File: src/rtl/instr_encoder_loader.sv
// instr_encoder_loader
//   Encodes abstract instruction requests into legal RV32I words and writes
//   them sequentially into instruction memory starting at a base address.
//   Illegal requests are still consumed and written, but as a NOP (0x00000013).
//   A sticky err flag records the error, and err_addr records the address of
//   the first illegal request in the session.
//
// Ports
//   clk, rst_n          clock (rising edge), asynchronous active-low reset
//   start, base_addr    begin a load session at base_addr (word aligned)
//   req_*               request handshake and instruction fields
//   imem_we/addr/wdata  one-deep write register, held until imem_gnt
//   imem_gnt            memory accepts the presented write this cycle
//   busy, done          session status; done is a one-cycle end pulse
//   err, err_addr       sticky illegal-request flag and first bad address
//   instr_count         words written this session (saturating)
//
// state    | meaning
// ---------+--------------------------------------------------------------
// S_IDLE   | waiting for start
// S_RUN    | accepting requests, writing encoded words
// S_DRAIN  | last request accepted, waiting for its write grant
// S_DONE   | one-cycle done pulse, then back to idle
module instr_encoder_loader #(
  parameter int ADDR_W = 12,
  parameter int CNT_W  = 10
) (
  input  logic              clk,
  input  logic              rst_n,
  input  logic              start,
  input  logic [ADDR_W-1:0] base_addr,
  input  logic              req_valid,
  output logic              req_ready,
  input  logic [3:0]        req_class,
  input  logic [3:0]        req_alu_op,
  input  logic [4:0]        req_rd,
  input  logic [4:0]        req_rs1,
  input  logic [4:0]        req_rs2,
  input  logic [31:0]       req_imm,
  input  logic              req_last,
  output logic              imem_we,
  output logic [ADDR_W-1:0] imem_addr,
  output logic [31:0]       imem_wdata,
  input  logic              imem_gnt,
  output logic              busy,
  output logic              done,
  output logic              err,
  output logic [ADDR_W-1:0] err_addr,
  output logic [CNT_W-1:0]  instr_count
);

  localparam logic [31:0] NOP      = 32'h0000_0013;
  localparam logic [6:0]  OP_R     = 7'b0110011;
  localparam logic [6:0]  OP_IMM   = 7'b0010011;
  localparam logic [6:0]  OP_LOAD  = 7'b0000011;
  localparam logic [6:0]  OP_STORE = 7'b0100011;
  localparam logic [6:0]  OP_BR    = 7'b1100011;
  localparam logic [6:0]  OP_JAL   = 7'b1101111;
  localparam logic [6:0]  OP_JALR  = 7'b1100111;
  localparam logic [6:0]  OP_LUI   = 7'b0110111;
  localparam logic [6:0]  OP_AUIPC = 7'b0010111;

  typedef enum logic [1:0] {S_IDLE, S_RUN, S_DRAIN, S_DONE} state_t;

  state_t            state;
  logic [ADDR_W-1:0] next_addr;
  logic              accept;

  logic signed [31:0] simm;
  logic [2:0]         f3;
  logic [6:0]         alt_f7;
  logic               op_ok;
  logic               is_shift;
  logic               imm12_ok;
  logic               br_ok;
  logic               jal_ok;
  logic [31:0]        enc_raw;
  logic [31:0]        enc_word;
  logic               enc_illegal;

  // A new word may enter the output register when it is empty or being
  // granted this cycle, which allows one word per cycle with imem_gnt high.
  assign req_ready = (state == S_RUN) && (!imem_we || imem_gnt);
  assign accept    = req_valid && req_ready;
  assign busy      = (state != S_IDLE);

  always_comb begin
    simm     = req_imm;
    op_ok    = 1'b1;
    f3       = 3'b000;
    case (req_alu_op)
      4'd0, 4'd1: f3 = 3'b000;
      4'd2:       f3 = 3'b111;
      4'd3:       f3 = 3'b110;
      4'd4:       f3 = 3'b100;
      4'd5:       f3 = 3'b001;
      4'd6, 4'd7: f3 = 3'b101;
      4'd8:       f3 = 3'b010;
      4'd9:       f3 = 3'b011;
      default:    op_ok = 1'b0;
    endcase
    alt_f7   = ((req_alu_op == 4'd1) || (req_alu_op == 4'd7)) ? 7'h20 : 7'h00;
    is_shift = (req_alu_op == 4'd5) || (req_alu_op == 4'd6) || (req_alu_op == 4'd7);
    imm12_ok = (simm >= -32'sd2048) && (simm <= 32'sd2047);
    br_ok    = (simm >= -32'sd4096) && (simm <= 32'sd4094) && !req_imm[0];
    jal_ok   = (simm >= -32'sd1048576) && (simm <= 32'sd1048574) && !req_imm[0];

    enc_raw     = NOP;
    enc_illegal = 1'b0;
    case (req_class)
      4'd0: begin
        enc_raw     = {alt_f7, req_rs2, req_rs1, f3, req_rd, OP_R};
        enc_illegal = !op_ok;
      end
      4'd1: begin
        if (is_shift) begin
          enc_raw     = {alt_f7, req_imm[4:0], req_rs1, f3, req_rd, OP_IMM};
          enc_illegal = (req_imm > 32'd31);
        end else begin
          enc_raw     = {req_imm[11:0], req_rs1, f3, req_rd, OP_IMM};
          enc_illegal = !op_ok || (req_alu_op == 4'd1) || !imm12_ok;
        end
      end
      4'd2: begin
        enc_raw     = {req_imm[11:0], req_rs1, 3'b010, req_rd, OP_LOAD};
        enc_illegal = !imm12_ok;
      end
      4'd3: begin
        enc_raw     = {req_imm[11:5], req_rs2, req_rs1, 3'b010, req_imm[4:0], OP_STORE};
        enc_illegal = !imm12_ok;
      end
      4'd4: begin
        enc_raw     = {req_imm[12], req_imm[10:5], req_rs2, req_rs1, req_alu_op[2:0],
                       req_imm[4:1], req_imm[11], OP_BR};
        enc_illegal = !br_ok || (req_alu_op[2:1] == 2'b01);
      end
      4'd5: begin
        enc_raw     = {req_imm[20], req_imm[10:1], req_imm[11], req_imm[19:12], req_rd, OP_JAL};
        enc_illegal = !jal_ok;
      end
      4'd6: begin
        enc_raw     = {req_imm[11:0], req_rs1, 3'b000, req_rd, OP_JALR};
        enc_illegal = !imm12_ok;
      end
      4'd7: begin
        enc_raw     = {req_imm[31:12], req_rd, OP_LUI};
        enc_illegal = (req_imm[11:0] != 12'd0);
      end
      4'd8: begin
        enc_raw     = {req_imm[31:12], req_rd, OP_AUIPC};
        enc_illegal = (req_imm[11:0] != 12'd0);
      end
      default: enc_illegal = 1'b1;
    endcase
    enc_word = enc_illegal ? NOP : enc_raw;
  end

  always_ff @(posedge clk or negedge rst_n) begin
    if (!rst_n) begin
      state       <= S_IDLE;
      next_addr   <= '0;
      imem_we     <= 1'b0;
      imem_addr   <= '0;
      imem_wdata  <= '0;
      done        <= 1'b0;
      err         <= 1'b0;
      err_addr    <= '0;
      instr_count <= '0;
    end else begin
      done <= 1'b0;

      if (imem_we && imem_gnt) begin
        imem_we <= 1'b0;
        if (instr_count != {CNT_W{1'b1}})
          instr_count <= instr_count + CNT_W'(1);
      end

      // accept only happens in S_RUN; it overrides the grant-side clear above
      if (accept) begin
        imem_we    <= 1'b1;
        imem_addr  <= next_addr;
        imem_wdata <= enc_word;
        next_addr  <= next_addr + ADDR_W'(4);
        if (enc_illegal) begin
          err <= 1'b1;
          if (!err)
            err_addr <= next_addr;
        end
      end

      case (state)
        S_IDLE: begin
          if (start) begin
            next_addr   <= base_addr & ~ADDR_W'(3);
            instr_count <= '0;
            err         <= 1'b0;
            err_addr    <= '0;
            state       <= S_RUN;
          end
        end
        S_RUN: begin
          if (accept && req_last)
            state <= S_DRAIN;
        end
        S_DRAIN: begin
          if (imem_we && imem_gnt) begin
            done  <= 1'b1;
            state <= S_DONE;
          end
        end
        S_DONE: state <= S_IDLE;
        default: state <= S_IDLE;
      endcase
    end
  end

endmodule

File: config.mk
export PLATFORM = sky130hd
export DESIGN_NAME = instr_encoder_loader
export DESIGN_NICKNAME = d
export VERILOG_FILES = /design/src/rtl/instr_encoder_loader.sv
export SDC_FILE = /design/constraint.sdc
export NUM_CORES = 1
export LEC_CHECK = 0
export CAP_MARGIN = 20
export CORE_ASPECT_RATIO = 1.2
export CORE_MARGIN = 3
export CORE_UTILIZATION = 40
export CTS_BUF_LIST = sky130_fd_sc_hd__clkbuf_16
export CTS_CLUSTER_DIAMETER = 60
export CTS_CLUSTER_SIZE = 8
export DETAILED_ROUTE_END_ITERATION = 8
export PLACE_DENSITY_LB_ADDON = 0.08
export SYNTH_ARGS = -nofsm -noshare
export SYNTH_HDL_FRONTEND = slang
export SYNTH_SLANG_ARGS = --single-unit
File: constraint.sdc
create_clock -name clk -period 1.88 [get_ports clk]
set_input_delay 0.376 -clock clk [delete_from_list [all_inputs] [get_ports clk]]
set_output_delay 0.376 -clock clk [all_outputs]
set_load 0.02 [all_outputs]
; Yosys cells after proc, flatten, opt, wreduce, memory -nomap -nowiden
; Cells that the tools add are included.
; Widths: inputs -> output; s select.
[totals]
regBits = 83
out_inout_bits = 71
elab_cells = 108
[classes]
add_sub_neg = 2
n_lt_le_gt_ge = 7
n_eq_ne = 25
muxes = 32
reduce_logical = 33
[ops]
columns = op, n
row1 = $pmux 32 s9, 1
row2 = $mux 12, 8
row3 = $mux 32, 2
row4 = $mux 10, 4
row5 = $eq 4x3->1 const B, 8
row6 = $ge 32x12->1 const B, 1
row7 = $ge 32x13->1 const B, 1
row8 = $ge 32x21->1 const B, 1
row9 = $gt 32x5->1 const B, 1
row10 = $le 32x12->1 const B, 1
row11 = $le 32x13->1 const B, 1
row12 = $le 32x21->1 const B, 1
row13 = $pmux 3 s7, 1
row14 = $eq 4x2->1 const B, 4
row15 = $add 12x3->12 const B, 1
row16 = $eq 4x4->1 const B, 3
row17 = $reduce_bool 12->1, 1
row18 = $add 10x1->10 const B, 1
row19 = $mux 1, 10
row20 = $ne 10x10->1 const B, 1
row21 = $reduce_or 10->1, 1
row22 = $logic_and 1x1->1, 9
row23 = $eq 4x1->1 const B, 2
row24 = $logic_not 4->1, 2
row25 = other kinds (15), 33

; Longest topological paths before layout
[depth]
depth_word = 12
mapped_depth = 8

; Worst setup path after synthesis
; No wires, ideal clock.
[synth_path]
path_kind = input to register
from = input req_class[3]
to = register err_addr[10]
t_arrival_ns = 2.139
path_slack_ns = -0.339
path_stages = 7
path_buffers = 2
cell_sequence = buf_2 -> nand2b_1 -> nor4_1 -> a31oi_4 -> a311oi_4 -> buf_4 -> mux2i_1
[synth_via]
elab_chain_len = 7
[synth_rtl]
columns = element, line
row1 = from (decl), 34  ; input logic [3:0] req_class,
row2 = $eq 4x3->1 (tied with other cells), 110  ; case (req_class)
row3 = $reduce_or 3->1 (no source line) or $reduce_or 2->1 (tied branches), -
row4 = $pmux 1 s6 *, 110
row5 = $mux 12 *, 184  ; if (enc_illegal) begin
row6 = $mux 12 *, 179  ; if (accept) begin
row7 = $mux 12, 193  ; if (start) begin
row8 = $mux 12 *, 191  ; case (state)
row9 = to (signal assigned), 187  ; err_addr <= next_addr;
row10 = to (decl), 48  ; output logic [ADDR_W-1:0] err_addr,
; Every way passes the cells marked *; elsewhere a longest branch is shown, timed or not.
; A chain may end at the register's enable or synchronous reset.

; Worst setup path in the final report
[layout_path]
from = input req_imm[12]
to = register imem_wdata[14]
[layout_via]
elab_chain_len = 7
[layout_rtl]
columns = element, line
row1 = from (decl), 39  ; input logic [31:0] req_imm,
row2 = $ge 32x12->1 (tied with other cells), 104  ; imm12_ok = (simm >= -32'sd2048) && (simm <= 32'sd2047);
row3 = "$logic_and 1x1->1, on equally long branches", "104, 105"
row4 = $logic_not 1->1 or $logic_and 1x1->1 (tied branches), -
row5 = $logic_or 1x1->1 or $logic_not 1->1 (tied branches), "121, 135"
row6 = $mux 1 or $logic_or 1x1->1 (tied branches), "116, 135"
row7 = $pmux 1 s6 *, 110
row8 = $mux 32 *, 155  ; enc_word = enc_illegal ? NOP : enc_raw;
row9 = to (signal assigned), 182  ; imem_wdata <= enc_word;
row10 = to (decl), 43  ; output logic [31:0] imem_wdata,
; Marked as above.

==> out/metrics.yaml <==
drc: 0
vias: 4926
yosysSeqAreaShare_pct: 41.4
grtUsageMet3_pct: 3.40
use_met2_pct: 43.9
cap_violations: 0
die_w_um: 105
tightest_slew_ps: 508
clk_latency_ps: 340
grt_use_total_pct: 24.4
synth_edf_count: 0
max_freq_mhz: 477
clockRootBuffer: "clkbuf_16"
num-fill-cells: 922
clock_skew_ps: 9.77
syn_avg_cell_area_um2: 8.98
power.density_mw_per_mm2: 1120
grt_pass1_wl_um: 26100
status: "finished, violations left"
required_ps: 2130
busiest_layer: "met2"
synth_top_flop_cell: "dfrtp_1"
fin_crit_ps: 2100
via_per_inst: 5.37
setup_viol: 39
post-dp-hpwl_um: 12300
gp_routability_congestion: 0.916
cts_hold_buf: 0
start_util_pct: 41.7
slew_headroom_pct: 66.1
drt_iter0_markers: 209
routedWlPerCell_um: 17.5
hold_path.class: "primary input to async pin"
yosys.cell_types.count: 62
vdd_drop_max_mv: 0.688
wl_um: 16100
criticalPathCategory: "primary input to flip-flop"
antenna_found_initial: 0
rsz0062_at_grt: "yes"
grt_start_max_net_pins: 39
n_antenna_cell: 0
ys_async_sr_fraction_pct: 100
worst_slack_ps: -218
core_area_mm2: 0.0113
overflow: 0
postSynthCellCount: 525
violations: "setup timing"
ys_ff_latch: 78
fp.dieH_um: 125
core.rowCount: 42
final_area_mm2: 0.00775
drtAntennaViolNets: 0
cp_max_fo: 8
drv_slew: 0
slowest_delay_ps: 550
slowest_stage: "or4_4"
hold_ws_ps: 1.21
grt_pass1_vias: 5024
netlist_area_mm2: 0.00472
dr.pass1.iters: 6
die_area_mm2: 0.0131
cts-buffers-inserted: 9
yosys_warnings: 0
cts_tree: "done"
hold_viol: 0
placed_area_mm2: 0.00703
worstPathArrival_ps: 2350
io_pins: 144
cts_sinks: 78
syn2layout_area_growth_pct: 64.3
endpoint_kind: "flip-flop"
use_met1_pct: 30.4
drive_gt1_share_pct: 31.2
p_leak_nw: 3.35
post-route-period-util_pct: 112
port_buffers: 139
cp_common_cell: "buf_6"
worstPathCellList: "buf_6 > or4_4 > nor3_4 > o211ai_1 > o2111ai_4 > buf_6 > nand3_4 > buf_12 > buf_16 > o31ai_2"
ctsLongestPathBuffers: 2
h-tree-depth: 3
cp-start-kind: "primary input"
power_mw: 8.68
stdcell_count: 918
clkTransAtPathRegs_ps: 70
layout.nets: 838
dp.cells: 886
## sequential cells by signal, summed over array words and instances (netlist names)
| signal | flops |
|---|---|
| done | 1 |
| err | 1 |
| err_addr | 12 |
| imem_addr | 10 |
| imem_wdata | 31 |
| imem_we | 1 |
| instr_count | 10 |
| next_addr | 10 |
| state | 2 |
## final timing paths
path | from | end | slack [ps] | cells past startpoint
min | rst_n | imem_addr[7]$_DFFE_PN0P_ | 1 | 1
max in group asynchronous | rst_n | imem_wdata[25]$_DFFE_PN0P_ | 1320 | 2
min reg2reg | imem_addr[7]$_DFFE_PN0P_ | imem_addr[7]$_DFFE_PN0P_ | 470 | 2
min in group clk | req_imm[7] | imem_wdata[27]$_DFFE_PN0P_ | 470 | 3
max reg2reg | state[1]$_DFFE_PN0P_ | err_addr[5]$_DFF_PN0_ | 100 | 8
max | req_imm[12] | imem_wdata[14]$_DFFE_PN0P_ | -220 | 10
## critical path: cells and delay by family
kind / cells / cell delay (ps)
AND/OR/NAND/NOR: 3 / 920
buffers and inverters: 4 / 540
AO/OA/AOI/OAI: 3 / 510
## layout by cell type (no fill, tap or decap), types with 7 or more instances in the layout
cell type	synthesis	layout
nand2_1	108	107
buf_4	5	103
clkdlybuf4s50_1	0	95
dfrtp_1	78	76
nor2_1	39	36
a21oi_1	29	29
a22oi_1	19	19
o21ai_0	20	17
nand4_1	16	16
o31ai_4	0	15
mux2i_1	16	14
buf_6	2	14
buf_2	3	14
clkbuf_2	0	11
xor2_1	10	10
o31ai_2	20	9
clkbuf_16	0	9
buf_12	0	7
## logic make-up (layout without fill, tap and decap cells)
group / count (synthesis) / after routing / synth area share [%]
xor gates and xnor gates: 16 / 16 / 2.97
buffers and inverters: 44 / 282 / 4.30
and+or+nand+nor: 223 / 223 / 22.3
adders and majority gates: 6 / 6 / 1.59
muxes: 18 / 18 / 3.87
DFF: 78 / 78 / 41.4
other: 1 / 2 / 0.0795
AOI/OAI and AO/OA: 139 / 139 / 23.5
## report_power, final
group          leakage, nW  internal [mW]  switching (mW)  total, mW
Clock                0.154           1.17           0.707       1.87
Sequential            1.03           2.25           0.505       2.76
Combinational         2.17           1.95            2.10       4.05
Total                 3.35           5.37            3.31       8.68
## layout make-up
type / count / area, um2 / area share, %
repair buffers: 260 / 2370 / 30.6
flip-flops and latches: 78 / 1950 / 25.2
multi-input cells: 404 / 2890 / 37.2
well taps: 154 / 193 / 2.49
clock inverters: 7 / 97.6 / 1.26
inverters: 6 / 22.5 / 0.291
clock buffers: 9 / 225 / 2.91
## Yosys cell counts, types with 7 or more instances
library cell	number	area (um2)
a21oi_1	29	145
a22oi_1	19	143
clkbuf_1	23	86.3
dfrtp_1	78	1950
mux2i_1	16	160
nand2_1	108	405
nand4_1	16	100
nor2_1	39	146
nor2b_1	7	43.8
nor3_1	10	50.1
o21ai_0	20	100
o31ai_2	20	250
xor2_1	10	87.6
## stage by stage
step           utilization [%]  worst slack [ps]  setup TNS (ps)
2_1_floorplan                -              -298          -10210
3_3_place_gp              62.2              -792          -33910
3_5_place_dp              62.2              -855          -35340
4_1_cts                   68.3              -194           -5440
5_1_grt                   68.6              -307           -9260
6_report                  68.6              -218           -5740
## routing by layer
layer	vias to the layer above	routed length (um)
met5	-	0
met2	173	8330
met4	0	355
met3	24	812
li1	2375	-
met1	2354	6600
## timing repair
item,in CTS,in global routing
pin swaps,28,16
resized for setup,151,54
buffers inserted,10,7
hold endpoints to repair,0,0
setup endpoints to repair,45,53
gates cloned,4,0
No activity file was read; power rests on OpenSTA's default activity.
